$ cat config.mk
export PLATFORM = sky130hd
export DESIGN_NAME = scan_loader_flat
export DESIGN_NICKNAME = d
export VERILOG_FILES = /design/src/rtl/scan_loader_if.sv /design/src/rtl/scan_loader.sv /design/src/flat_wrapper.sv
export SDC_FILE = /design/constraint.sdc
export NUM_CORES = 1
export LEC_CHECK = 0
export BUFFER_PORTS_ARGS = -buffer_cell sky130_fd_sc_hd__buf_2
export CAP_MARGIN = 10
export CORE_ASPECT_RATIO = 0.6
export CORE_MARGIN = 2
export CORE_UTILIZATION = 35
export DETAILED_ROUTE_END_ITERATION = 7
export MAX_ROUTING_LAYER = met4
export SYNTH_ARGS = -nofsm -noshare
export SYNTH_HDL_FRONTEND = slang
export SYNTH_SLANG_ARGS = --single-unit
$ cat constraint.sdc
create_clock -name clk -period 1.66 [get_ports clk]
set_input_delay 0.332 -clock clk [delete_from_list [all_inputs] [get_ports clk]]
set_output_delay 0.332 -clock clk [all_outputs]
set_load 0.01 [all_outputs]
$ cat src/rtl/scan_loader_if.sv
// Byte stream between a byte source and scan_loader: program bytes in,
// chain readback bytes out (readback has no backpressure).
interface scan_loader_if;
    logic [7:0] in_data;
    logic       in_valid;
    logic       in_ready;
    logic [7:0] out_data;
    logic       out_valid;

    modport master (
        output in_data,
        output in_valid,
        input  in_ready,
        input  out_data,
        input  out_valid
    );

    modport slave (
        input  in_data,
        input  in_valid,
        output in_ready,
        output out_data,
        output out_valid
    );
endinterface

$ cat src/rtl/scan_loader.sv
// Shifts bytes MSB-first into the processor scan chain, returns the displaced
// chain bits as readback bytes, and optionally runs the core until halt.
module scan_loader #(
    parameter int CHAIN_BYTES = 19
) (
    input  logic          clk,
    input  logic          rst,
    input  logic          start,
    input  logic          run_after_load,
    scan_loader_if.slave  bus,
    output logic          scan_enable,
    output logic          scan_in,
    input  logic          scan_out,
    output logic          proc_en,
    input  logic          halt,
    output logic          busy,
    output logic          done,
    output logic          halted
);

    typedef enum logic [1:0] {
        IDLE,
        WAIT_BYTE,
        SHIFT,
        RUN
    } state_t;

    localparam int BW = (CHAIN_BYTES > 1) ? $clog2(CHAIN_BYTES) : 1;
    localparam logic [BW-1:0] LAST_BYTE = BW'(CHAIN_BYTES - 1);

    state_t        state_q, state_d;
    logic          run_q, run_d;
    logic [BW-1:0] byte_cnt_q, byte_cnt_d;
    logic [2:0]    bit_cnt_q, bit_cnt_d;
    logic [7:0]    tx_q, tx_d;
    logic [7:0]    rx_q, rx_d;
    logic [7:0]    out_data_q, out_data_d;
    logic          out_valid_q, out_valid_d;
    logic          done_q, done_d;
    logic          halted_q, halted_d;

    always_ff @(posedge clk) begin
        if (rst) begin
            state_q     <= IDLE;
            run_q       <= 1'b0;
            byte_cnt_q  <= '0;
            bit_cnt_q   <= '0;
            tx_q        <= '0;
            rx_q        <= '0;
            out_data_q  <= '0;
            out_valid_q <= 1'b0;
            done_q      <= 1'b0;
            halted_q    <= 1'b0;
        end else begin
            state_q     <= state_d;
            run_q       <= run_d;
            byte_cnt_q  <= byte_cnt_d;
            bit_cnt_q   <= bit_cnt_d;
            tx_q        <= tx_d;
            rx_q        <= rx_d;
            out_data_q  <= out_data_d;
            out_valid_q <= out_valid_d;
            done_q      <= done_d;
            halted_q    <= halted_d;
        end
    end

    always_comb begin
        state_d     = state_q;
        run_d       = run_q;
        byte_cnt_d  = byte_cnt_q;
        bit_cnt_d   = bit_cnt_q;
        tx_d        = tx_q;
        rx_d        = rx_q;
        out_data_d  = out_data_q;
        out_valid_d = 1'b0;
        done_d      = 1'b0;
        halted_d    = 1'b0;

        unique case (state_q)
            IDLE: begin
                if (start) begin
                    run_d      = run_after_load;
                    byte_cnt_d = '0;
                    state_d    = WAIT_BYTE;
                end
            end
            WAIT_BYTE: begin
                if (bus.in_valid) begin
                    tx_d      = bus.in_data;
                    bit_cnt_d = '0;
                    state_d   = SHIFT;
                end
            end
            SHIFT: begin
                // scan_out sampled here is the chain bit displaced by the bit now on scan_in
                tx_d      = {tx_q[6:0], 1'b0};
                rx_d      = {rx_q[6:0], scan_out};
                bit_cnt_d = bit_cnt_q + 3'd1;
                if (bit_cnt_q == 3'd7) begin
                    out_data_d  = {rx_q[6:0], scan_out};
                    out_valid_d = 1'b1;
                    if (byte_cnt_q == LAST_BYTE) begin
                        done_d  = 1'b1;
                        state_d = run_q ? RUN : IDLE;
                    end else begin
                        byte_cnt_d = byte_cnt_q + 1'b1;
                        state_d    = WAIT_BYTE;
                    end
                end
            end
            RUN: begin
                if (halt) begin
                    halted_d = 1'b1;
                    state_d  = IDLE;
                end
            end
            default: state_d = IDLE;
        endcase
    end

    always_comb begin
        bus.in_ready  = (state_q == WAIT_BYTE);
        bus.out_data  = out_data_q;
        bus.out_valid = out_valid_q;
        scan_enable   = (state_q == SHIFT);
        scan_in       = (state_q == SHIFT) && tx_q[7];
        proc_en       = (state_q == RUN);
        busy          = (state_q != IDLE);
        done          = done_q;
        halted        = halted_q;
    end

endmodule

$ cat src/flat_wrapper.sv
// flat-port wrapper written by rule: the top's interface ports become plain ports
module scan_loader_flat 
#(
    parameter int CHAIN_BYTES = 19
)
  (clk, rst, start, run_after_load, scan_enable, scan_in, scan_out, proc_en, halt, busy, done, halted, bus_in_data, bus_in_valid, bus_in_ready, bus_out_data, bus_out_valid);
  scan_loader_if bus_i ();
  input  logic clk;
  input  logic rst;
  input  logic start;
  input  logic run_after_load;
  output logic scan_enable;
  output logic scan_in;
  input  logic scan_out;
  output logic proc_en;
  input  logic halt;
  output logic busy;
  output logic done;
  output logic halted;
  input wire logic [$bits(bus_i.in_data)-1:0] bus_in_data;
  input wire logic [$bits(bus_i.in_valid)-1:0] bus_in_valid;
  output wire logic [$bits(bus_i.in_ready)-1:0] bus_in_ready;
  output wire logic [$bits(bus_i.out_data)-1:0] bus_out_data;
  output wire logic [$bits(bus_i.out_valid)-1:0] bus_out_valid;
  assign bus_i.in_data = bus_in_data;
  assign bus_i.in_valid = bus_in_valid;
  assign bus_in_ready = bus_i.in_ready;
  assign bus_out_data = bus_i.out_data;
  assign bus_out_valid = bus_i.out_valid;
  scan_loader #(.CHAIN_BYTES(CHAIN_BYTES)) u_core (.clk(clk), .rst(rst), .start(start), .run_after_load(run_after_load), .bus(bus_i), .scan_enable(scan_enable), .scan_in(scan_in), .scan_out(scan_out), .proc_en(proc_en), .halt(halt), .busy(busy), .done(done), .halted(halted));
endmodule
After elaboration in Yosys (flattened, before gate mapping)
Index checks and enable logic that the tools add are counted.
{ "totals": {"regBits": 37, "input_bits": 15, "out_inout_bits": 16, "word_cells": 56} }
{ "op_classes": {"add_sub_neg": 2, "n_eq_ne": 10, "n_mux": 18, "bitwise": 3, "reduce_logical": 13} }
{ "ops": {"columns": ["cell", "n"], "rows": [
  ["case mux 8 bit (2 select lines)", 1],
  ["2-to-1 mux 5 bit", 3],
  ["2-to-1 mux 2 bit", 6],
  ["case mux 5 bit (2 select lines)", 1],
  ["2-to-1 mux 8 bit", 1],
  ["case mux 2 bit (4 select lines)", 1],
  ["AND reduction 4 bit", 2],
  ["inequality test 2 bit, second input constant", 3],
  ["case mux 3 bit (2 select lines)", 1],
  ["AND reduction 2 bit", 3],
  ["nonzero test 2 bit", 3],
  ["adder 5 x 1 -> 5 bit, second input constant", 1],
  ["equality test 5 bit, second input constant", 1],
  ["equality test 2 bit, second input constant", 2],
  ["inequality test 2 x 1 -> 1 bit, second input constant", 2],
  ["OR reduction 2 bit", 2],
  ["adder 3 x 1 -> 3 bit, second input constant", 1],
  ["equality test 3 bit, second input constant", 1],
  ["2-to-1 mux 1 bit", 3],
  ["2-to-1 mux 3 bit", 1],
  ["inverter 1 bit", 3],
  ["OR reduction 3 bit", 1],
  ["equality test 2 x 1 -> 1 bit, second input constant", 1],
  ["zero test 2 bit", 1],
  ["logical AND 1 bit", 1]
]} }

Longest topological paths before layout
Gate-level depths: netlist (run 1).
{ "depth": {"depth_word": 4, "ltp_mapped": 7, "depth_no_buf": 5} }

Least setup slack after synthesis (run 1)
Ideal clock, no wire load.
{ "synth_timing": {"path_type": "reg2reg", "startpoint": "register u_core.bit_cnt_q[0]", "endpoint": "register u_core.state_q[0]", "setup_time_ns": 0.135, "arrival_ns": 1.363, "t_required_ns": 1.525, "path_slack_ns": 0.163, "path_stages_with_launch": 6, "n_path_buf": 0, "period_less_slack_ns": 1.497, "path_cell_list": "dfxtp_1 -> ha_1 -> ha_1 -> mux4_2 -> o311ai_0 -> o21ai_0"} }
{ "synth_via": {"elab_chain_cells": 3} }
{ "synth_rtl": {"columns": ["element", "line_no", "text"], "rows": [
  ["from (decl)", "scan_loader.sv:34", "logic [2:0] bit_cnt_q, bit_cnt_d;"],
  ["from (signal assigned)", "scan_loader.sv:58", "bit_cnt_q <= bit_cnt_d;"],
  ["equality test 3 bit", "scan_loader.sv:100", "if (bit_cnt_q == 3'd7) begin"],
  ["inequality test 2 x 1 -> 1 bit (no line)", null, null],
  ["AND reduction 4 bit (no line)", null, null],
  ["to (signal assigned)", "scan_loader.sv:55", "state_q <= state_d;"],
  ["to (decl)", "scan_loader.sv:31", "state_t state_q, state_d;"]
]} }
Every way passes these cells.
A chain may end at the register's enable or synchronous reset.

Final worst setup path (run 1)
{ "layout_timing": {"startpoint": "register u_core.byte_cnt_q[0]", "endpoint": "register u_core.byte_cnt_q[1]"} }
{ "layout_via": {"elab_chain_cells": 4, "elab_cells_between_ends": 7, "cone_classes": "1 x add/sub; 2 x eq/ne; 3 x mux; 1 x reduce/logical"} }
{ "layout_rtl": {"columns": ["element", "line_no", "text"], "rows": [
  ["from (decl)", "scan_loader.sv:33", "logic [BW-1:0] byte_cnt_q, byte_cnt_d;"],
  ["from (signal assigned)", "scan_loader.sv:57", "byte_cnt_q <= byte_cnt_d;"],
  ["adder 5 x 1 -> 5 bit", "scan_loader.sv:107", "byte_cnt_d = byte_cnt_q + 1'b1;"],
  ["2-to-1 mux 5 bit", "scan_loader.sv:103", "if (byte_cnt_q == LAST_BYTE) begin"],
  ["2-to-1 mux 5 bit", "scan_loader.sv:100", null],
  ["case mux 5 bit (2 select lines)", "scan_loader.sv:80", "unique case (state_q)"]
]} }
Several ways; a longest one is shown, not always the timed one. The select of a mux whose other input is x is not followed.

==> results.sh, run 1 <==
export IMPL_cts_root_buffer="clkbuf_8"
export IMPL_setup_violations_final=0
export IMPL_cap_violations=0
export IMPL_worstHoldPathType="in -> reg"
export IMPL_avgSynthCellArea_um2=8.524
export IMPL_synth_top_area_cell="dfxtp_1"
export IMPL_hpwlAfterDp_um=2601
export IMPL_synth_top_area_share_pct=45.26
export IMPL_ys_warn_count=0
export IMPL_place_congestion=0.7708
export IMPL_fp_row_count=19
export IMPL_critPathLaunchType="flop"
export IMPL_period_share_pct=95.06
export IMPL_pre_cts_ws_ns=0.07000
export IMPL_antenna_found_initial=0
export IMPL_finalMaxSlewViolations=0
export IMPL_cp_end_kind="flop"
export IMPL_path_class="reg -> reg"
export IMPL_htreeDepth=2
export IMPL_arrival_ns=1.80
export IMPL_fmax_ghz=0.6337
export IMPL_cp_slowest_stage_delay_ns=0.38
export IMPL_cp_max_fo=4
export IMPL_cts_buffer_depth=2
export IMPL_layout_drive_gt1_share_pct=25.44
export IMPL_crit_required_ns=1.88
export IMPL_tightest_slew_ns=0.3586
export IMPL_grt_pass1_wl_um=6099
export IMPL_ios=31
export IMPL_synthMuxAreaShare_pct=1.988
export IMPL_synth_cells=192
export IMPL_stdcell_count=291
export IMPL_synth_fa_ha_area_share_pct=3.058
export IMPL_grt_max_degree=27
export IMPL_cp_slowest_cell="dfxtp_1"
export IMPL_synth_simple_gate_area_share_pct=27.37
export IMPL_fin_skew_ns=0.008773
export IMPL_diodes=0
export IMPL_peakVddDrop_v=0.0004115
export IMPL_core_um2=4541
export IMPL_start_util_pct=36.04
export IMPL_cts_sinks=37
export IMPL_num_nets_final=246
export IMPL_grt_pass1_vias=1240
export IMPL_layout_commonest_cell="nand2_1"
export IMPL_crit_family="compound AO/OA/AOI/OAI gates"
export IMPL_rsz0062_at_grt="no"
export IMPL_numCtsBuffers=5
export IMPL_synth_seq_cells=37
export IMPL_grt_ovfl_total=0
export IMPL_p_leak_uw=0.0007982
export IMPL_die_w_um=92.28
export IMPL_synth_area_top_cells="dfxtp_1 45%, nand2_1 10%, a21oi_1 6.4%"
export IMPL_synth_top_family_by_area="simple AND/OR/NAND/NOR gates"
export IMPL_drt_pass1_iter_count=4
export IMPL_critPathBufInv=1
export IMPL_fin_ws_ns=0.08203
export IMPL_syn2layout_area_growth_pct=24.08
export IMPL_vias=1480
export IMPL_portBuffers=30
export IMPL_synth_compound_area_share_pct=16.82
export IMPL_viasPerCell=5.086
export IMPL_crit_chain="inv_1 > ha_1 > or3b_1 > a211o_1 > a21oi_1"
export IMPL_dp_cells=283
export IMPL_clk_insertion_delay_late_ns=0.29
export IMPL_cts_setup_buffers=0
export IMPL_initialDrtViolationCount=82
export IMPL_powerDensity_nw_per_um2=1162
export IMPL_dieArea_um2=5257
export IMPL_yosysUniqueCellTypes=38
export IMPL_stdcell_area_um2=2031
export IMPL_finalSetupTns_ns=0
export IMPL_post_drt_wl_per_cell_um=12.73
export IMPL_final_min_clock_period_ns=1.578
export IMPL_status="completed"
export IMPL_layout_common_cells="44 x nand2_1, 35 x dfxtp_1, 30 x buf_2"
export IMPL_die_h_um=56.97
export IMPL_ant_nets=0
export IMPL_syn_cell_area_um2=1637
export IMPL_final_hold_violation_count=0
export IMPL_track_usage_pct=15.15
export IMPL_placed_area_um2=1892
export IMPL_slew_headroom_pct=76.02
export IMPL_wl_um=3704
export IMPL_synth_xor_area_share_pct=0
export IMPL_ys_seq_area_share_pct=45.26
export IMPL_clkTransAtPathRegs_ns=0.08
export IMPL_drc=0
export IMPL_cts_tree="yes"
export IMPL_synth_net_count=211
cells in the mapped netlist, drive strengths merged:
master	n
a311oi	7
clkbuf	6
o311ai	1
nand3	14
and4bb	1
inv	3
nand2	44
buf	8
nor2	2
ha	4
or2	1
a41oi	2
nand3b	2
a311o	1
nor2b	2
o21ai	3
dfxtp	37
mux2i	1
nand4bb	1
a211o	1
nand2b	5
or3b	1
a31oi	5
mux4	1
a21oi	21
a221oi	1
o221ai	1
and3b	2
and2	3
and3	1
nor3b	1
nor3	8
nor4bb	1
flip-flops by register name, summed over array words and instances (netlist names):
signal                cells
u_core.bus.out_data       8
u_core.tx_q               8
u_core.rx_q               7
u_core.byte_cnt_q         5
u_core.bit_cnt_q          3
u_core.state_q            2
u_core.bus.out_valid      1
u_core.done               1
u_core.halted             1
u_core.run_q              1
path summary, 6_finish.rpt:
| path | to | cells after the start | startpoint | slack, ns |
|---|---|---|---|---|
| worst max register to register | u_core.byte_cnt_q[1]$_SDFFE_PP0P_ | 5 | u_core.byte_cnt_q[0]$_SDFFE_PP0P_ | 0.08 |
| worst min register to register | u_core.bus.out_data[5]$_SDFFE_PP0P_ | 2 | u_core.bus.out_data[5]$_SDFFE_PP0P_ | 0.45 |
| worst max-delay path | u_core.byte_cnt_q[1]$_SDFFE_PP0P_ | 5 | u_core.byte_cnt_q[0]$_SDFFE_PP0P_ | 0.08 |
| worst min-delay path | u_core.run_q$_SDFFE_PP0P_ | 3 | run_after_load | 0.27 |
worst reg2reg max path: cells and delay by family, from the launching register on:
family | cells | cell delay [ns]
AOI/OAI and AO/OA | 2 | 0.42
DFF | 1 | 0.38
and+or+nand+nor | 1 | 0.34
adders and majority gates | 1 | 0.28
buffers and inverters | 1 | 0.09
timing repair:
| action | in CTS | in global routing |
|---|---|---|
| resized for setup | 4 | 4 |
| endpoints found under the setup margin | 3 | 3 |
| hold buffers | 0 | 0 |
| hold endpoints to repair | 0 | 0 |
| gates cloned | 0 | 0 |
| pin swaps | 0 | 0 |
kinds of logic (layout without fill, tap and decap cells):
| family | Yosys count | in the layout |
|---|---|---|
| muxes | 2 | 2 |
| adders and majority gates | 4 | 4 |
| and+or+nand+nor | 89 | 89 |
| AOI/OAI and AO/OA | 43 | 43 |
| DFF | 37 | 37 |
| buffers and inverters | 17 | 53 |
final cells by class:
cell class              count  area, um^2
inverters                   3       16.27
clock inverters             2       37.54
multi-input cells         138       814.5
well taps                  63       78.83
flip-flops and latches     37       748.2
clock buffers               6       82.58
repair buffers             42       252.7
fillers                   461        2510
where the power goes:
| part | leakage, uW | switching (uW) | internal (uW) | total [uW] |
|---|---|---|---|---|
| Sequential | 0.000301 | 79.1 | 967 | 1050 |
| Combinational | 0.000439 | 265 | 226 | 491 |
| Clock | 0.0000574 | 333 | 489 | 822 |
per-layer routing:
metal	vias to the layer above	track usage, %	routed length [um]	part of all wire [%]
li1	753	-	-	-
met1	678	23.16	2061	56
met2	45	18.28	1379	37
met3	4	5.416	235	6.3
met4	0	3.838	27	0.73
met5	-	-	0	0
stage by stage:
| stage | power (uW) | hold slack (ns) | utilization, % |
|---|---|---|---|
| 2_1_floorplan | 1405 | 0.4366 | - |
| 5_1_grt | 2490 | 0.2724 | 44.72 |
| 3_5_place_dp | 1543 | 0.4451 | 41.66 |
| 3_3_place_gp | 1540 | 0.4406 | 41.66 |
| 4_1_cts | 2376 | 0.2643 | 44.48 |
| 6_report | 2359 | 0.2715 | 44.72 |
No activity file was read; power rests on OpenSTA's default activity.
==> inputs of run 2 (changes only) <==
--- a/config.mk
+++ b/config.mk
@@ -12,6 +12,7 @@
 export CORE_UTILIZATION = 35
 export DETAILED_ROUTE_END_ITERATION = 7
 export MAX_ROUTING_LAYER = met4
+export PLACE_DENSITY_LB_ADDON = 0.3
 export SYNTH_ARGS = -nofsm -noshare
 export SYNTH_HDL_FRONTEND = slang
 export SYNTH_SLANG_ARGS = --single-unit
==> run 2 against run 1 <==
Effect of this change:
- first-iteration DRC count unchanged
- combinational power down 0.8%
- largest cell class unchanged
- critical path depth down 2
- wire length up 2.2%
==> results.sh, run 2 (same netlist as run 1, synthesis figures left out) <==
export IMPL_start_util_pct=36.04
export IMPL_wl_um=3786
export IMPL_viasPerCell=5.041
export IMPL_cp_max_fo=14
export IMPL_peakVddDrop_v=0.0005119
export IMPL_worstHoldPathType="in -> reg"
export IMPL_crit_required_ns=1.33
export IMPL_cp_end_kind="output port"
export IMPL_hpwlAfterDp_um=2576
export IMPL_path_class="reg -> out"
export IMPL_tightest_slew_ns=0.3365
export IMPL_syn2layout_area_growth_pct=25.76
export IMPL_cp_slowest_stage_delay_ns=0.40
export IMPL_finalSetupTns_ns=0
export IMPL_cts_buffer_depth=2
export IMPL_critPathLaunchType="flop"
export IMPL_clkTransAtPathRegs_ns=0.07
export IMPL_layout_common_cells="44 x nand2_1, 34 x dfxtp_1, 30 x buf_2"
export IMPL_antenna_found_initial=0
export IMPL_layout_drive_gt1_share_pct=27.07
export IMPL_hold_buffers=0
export IMPL_final_hold_violation_count=0
export IMPL_layout_commonest_cell="nand2_1"
export IMPL_cts_root_buffer="clkbuf_8"
export IMPL_initialDrtViolationCount=82
export IMPL_ant_nets=0
export IMPL_numCtsBuffers=5
export IMPL_cts_tree="yes"
export IMPL_ios=31
export IMPL_fillerInstances=470
export IMPL_num_nets_final=247
export IMPL_fp_row_count=19
export IMPL_die_h_um=56.97
export IMPL_drt_pass1_iter_count=5
export IMPL_stdcell_area_um2=2058
export IMPL_crit_chain="buf_4 > or2_2 > buf_2"
export IMPL_period_share_pct=96.87
export IMPL_placed_area_um2=1879
export IMPL_powerDensity_nw_per_um2=1200
export IMPL_rsz0062_at_grt="yes"
export IMPL_portBuffers=30
export IMPL_track_usage_pct=15.85
export IMPL_clk_insertion_delay_late_ns=0.29
export IMPL_grt_max_degree=18
export IMPL_dp_cells=283
export IMPL_crit_family="flip-flops"
export IMPL_finalMaxSlewViolations=0
export IMPL_cap_violations=0
export IMPL_status="completed"
export IMPL_vias=1472
export IMPL_drc=0
export IMPL_htreeDepth=2
export IMPL_die_w_um=92.28
export IMPL_grt_pass1_wl_um=6327
export IMPL_post_drt_wl_per_cell_um=12.97
export IMPL_cts_sinks=37
export IMPL_slew_headroom_pct=77.52
export IMPL_arrival_ns=1.28
export IMPL_grt_ovfl_total=0
export IMPL_diodes=0
export IMPL_critPathBufInv=2
export IMPL_setup_violations_final=0
export IMPL_stdcell_count=292
export IMPL_cp_slowest_cell="dfxtp_4"
export IMPL_core_um2=4541
export IMPL_place_congestion=0.7726
export IMPL_p_leak_uw=0.0008055
export IMPL_fin_skew_ns=0.01080
export IMPL_grt_pass1_vias=1300
export IMPL_final_min_clock_period_ns=1.608
export IMPL_fmax_ghz=0.6219
export IMPL_dieArea_um2=5257
[run 2: path summary, 6_finish.rpt]
kind,start,to,slack [ns],cells past startpoint
hold reg to reg,u_core.bus.out_data[1]$_SDFFE_PP0P_,u_core.bus.out_data[1]$_SDFFE_PP0P_,0.45,2
setup reg to reg,u_core.bit_cnt_q[0]$_SDFFE_PP0P_,u_core.state_q[0]$_SDFFE_PP0P_,0.07,5
setup / recovery,u_core.state_q[1]$_SDFFE_PP0P_,busy,0.05,3
hold / removal,run_after_load,u_core.run_q$_SDFFE_PP0P_,0.28,3
[run 2: cell type report]
cell class / instances / area (um^2) / share of cell area [%]
Multi-Input combinational cell: 138 / 830.8 / 40.36
Timing Repair Buffer: 43 / 247.7 / 12.04
Clock inverter: 3 / 68.82 / 3.343
Clock buffer: 5 / 68.82 / 3.343
Sequential cell: 37 / 749.5 / 36.41
Tap cell: 63 / 78.83 / 3.830
Inverter: 3 / 13.76 / 0.6687
[run 2: worst min-delay path: stages]
cell and delay, ns:
buf_2 0.08, mux2i_1 0.06, nor2_1 0.07
[run 2: metrics by stage]
step                      utilization [%]  hold slack (ns)  setup slack, ns  power [uW]
after floorplan                         -           0.4366           0.1627        1405
after global placement              41.39           0.4390           0.1217        1529
after detailed placement            41.39           0.4451          0.06414        1530
after CTS                           44.48           0.2785          0.01409        2481
after global routing                45.33           0.2820         -0.02032        2602
final                               45.33           0.2808          0.05195        2469
[run 2: repair_timing]
action,in CTS,in global routing
endpoints found under the setup margin,4,16
gates resized for setup,2,8
setup buffers,0,1
pin swaps,0,1
[run 2: report_power, final]
group	total, uW	internal [uW]	switching (uW)
Clock	943	605	338
Sequential	1040	967	71.4
Combinational	487	217	270
[run 2: layer usage]
layer	part of all wire [%]	vias up	global-route usage, %
met3	6.6	2	5.152
li1	-	752	-
met4	0.71	0	5.757
met1	54	674	22.96
met5	0	-	-
met2	39	44	20.27
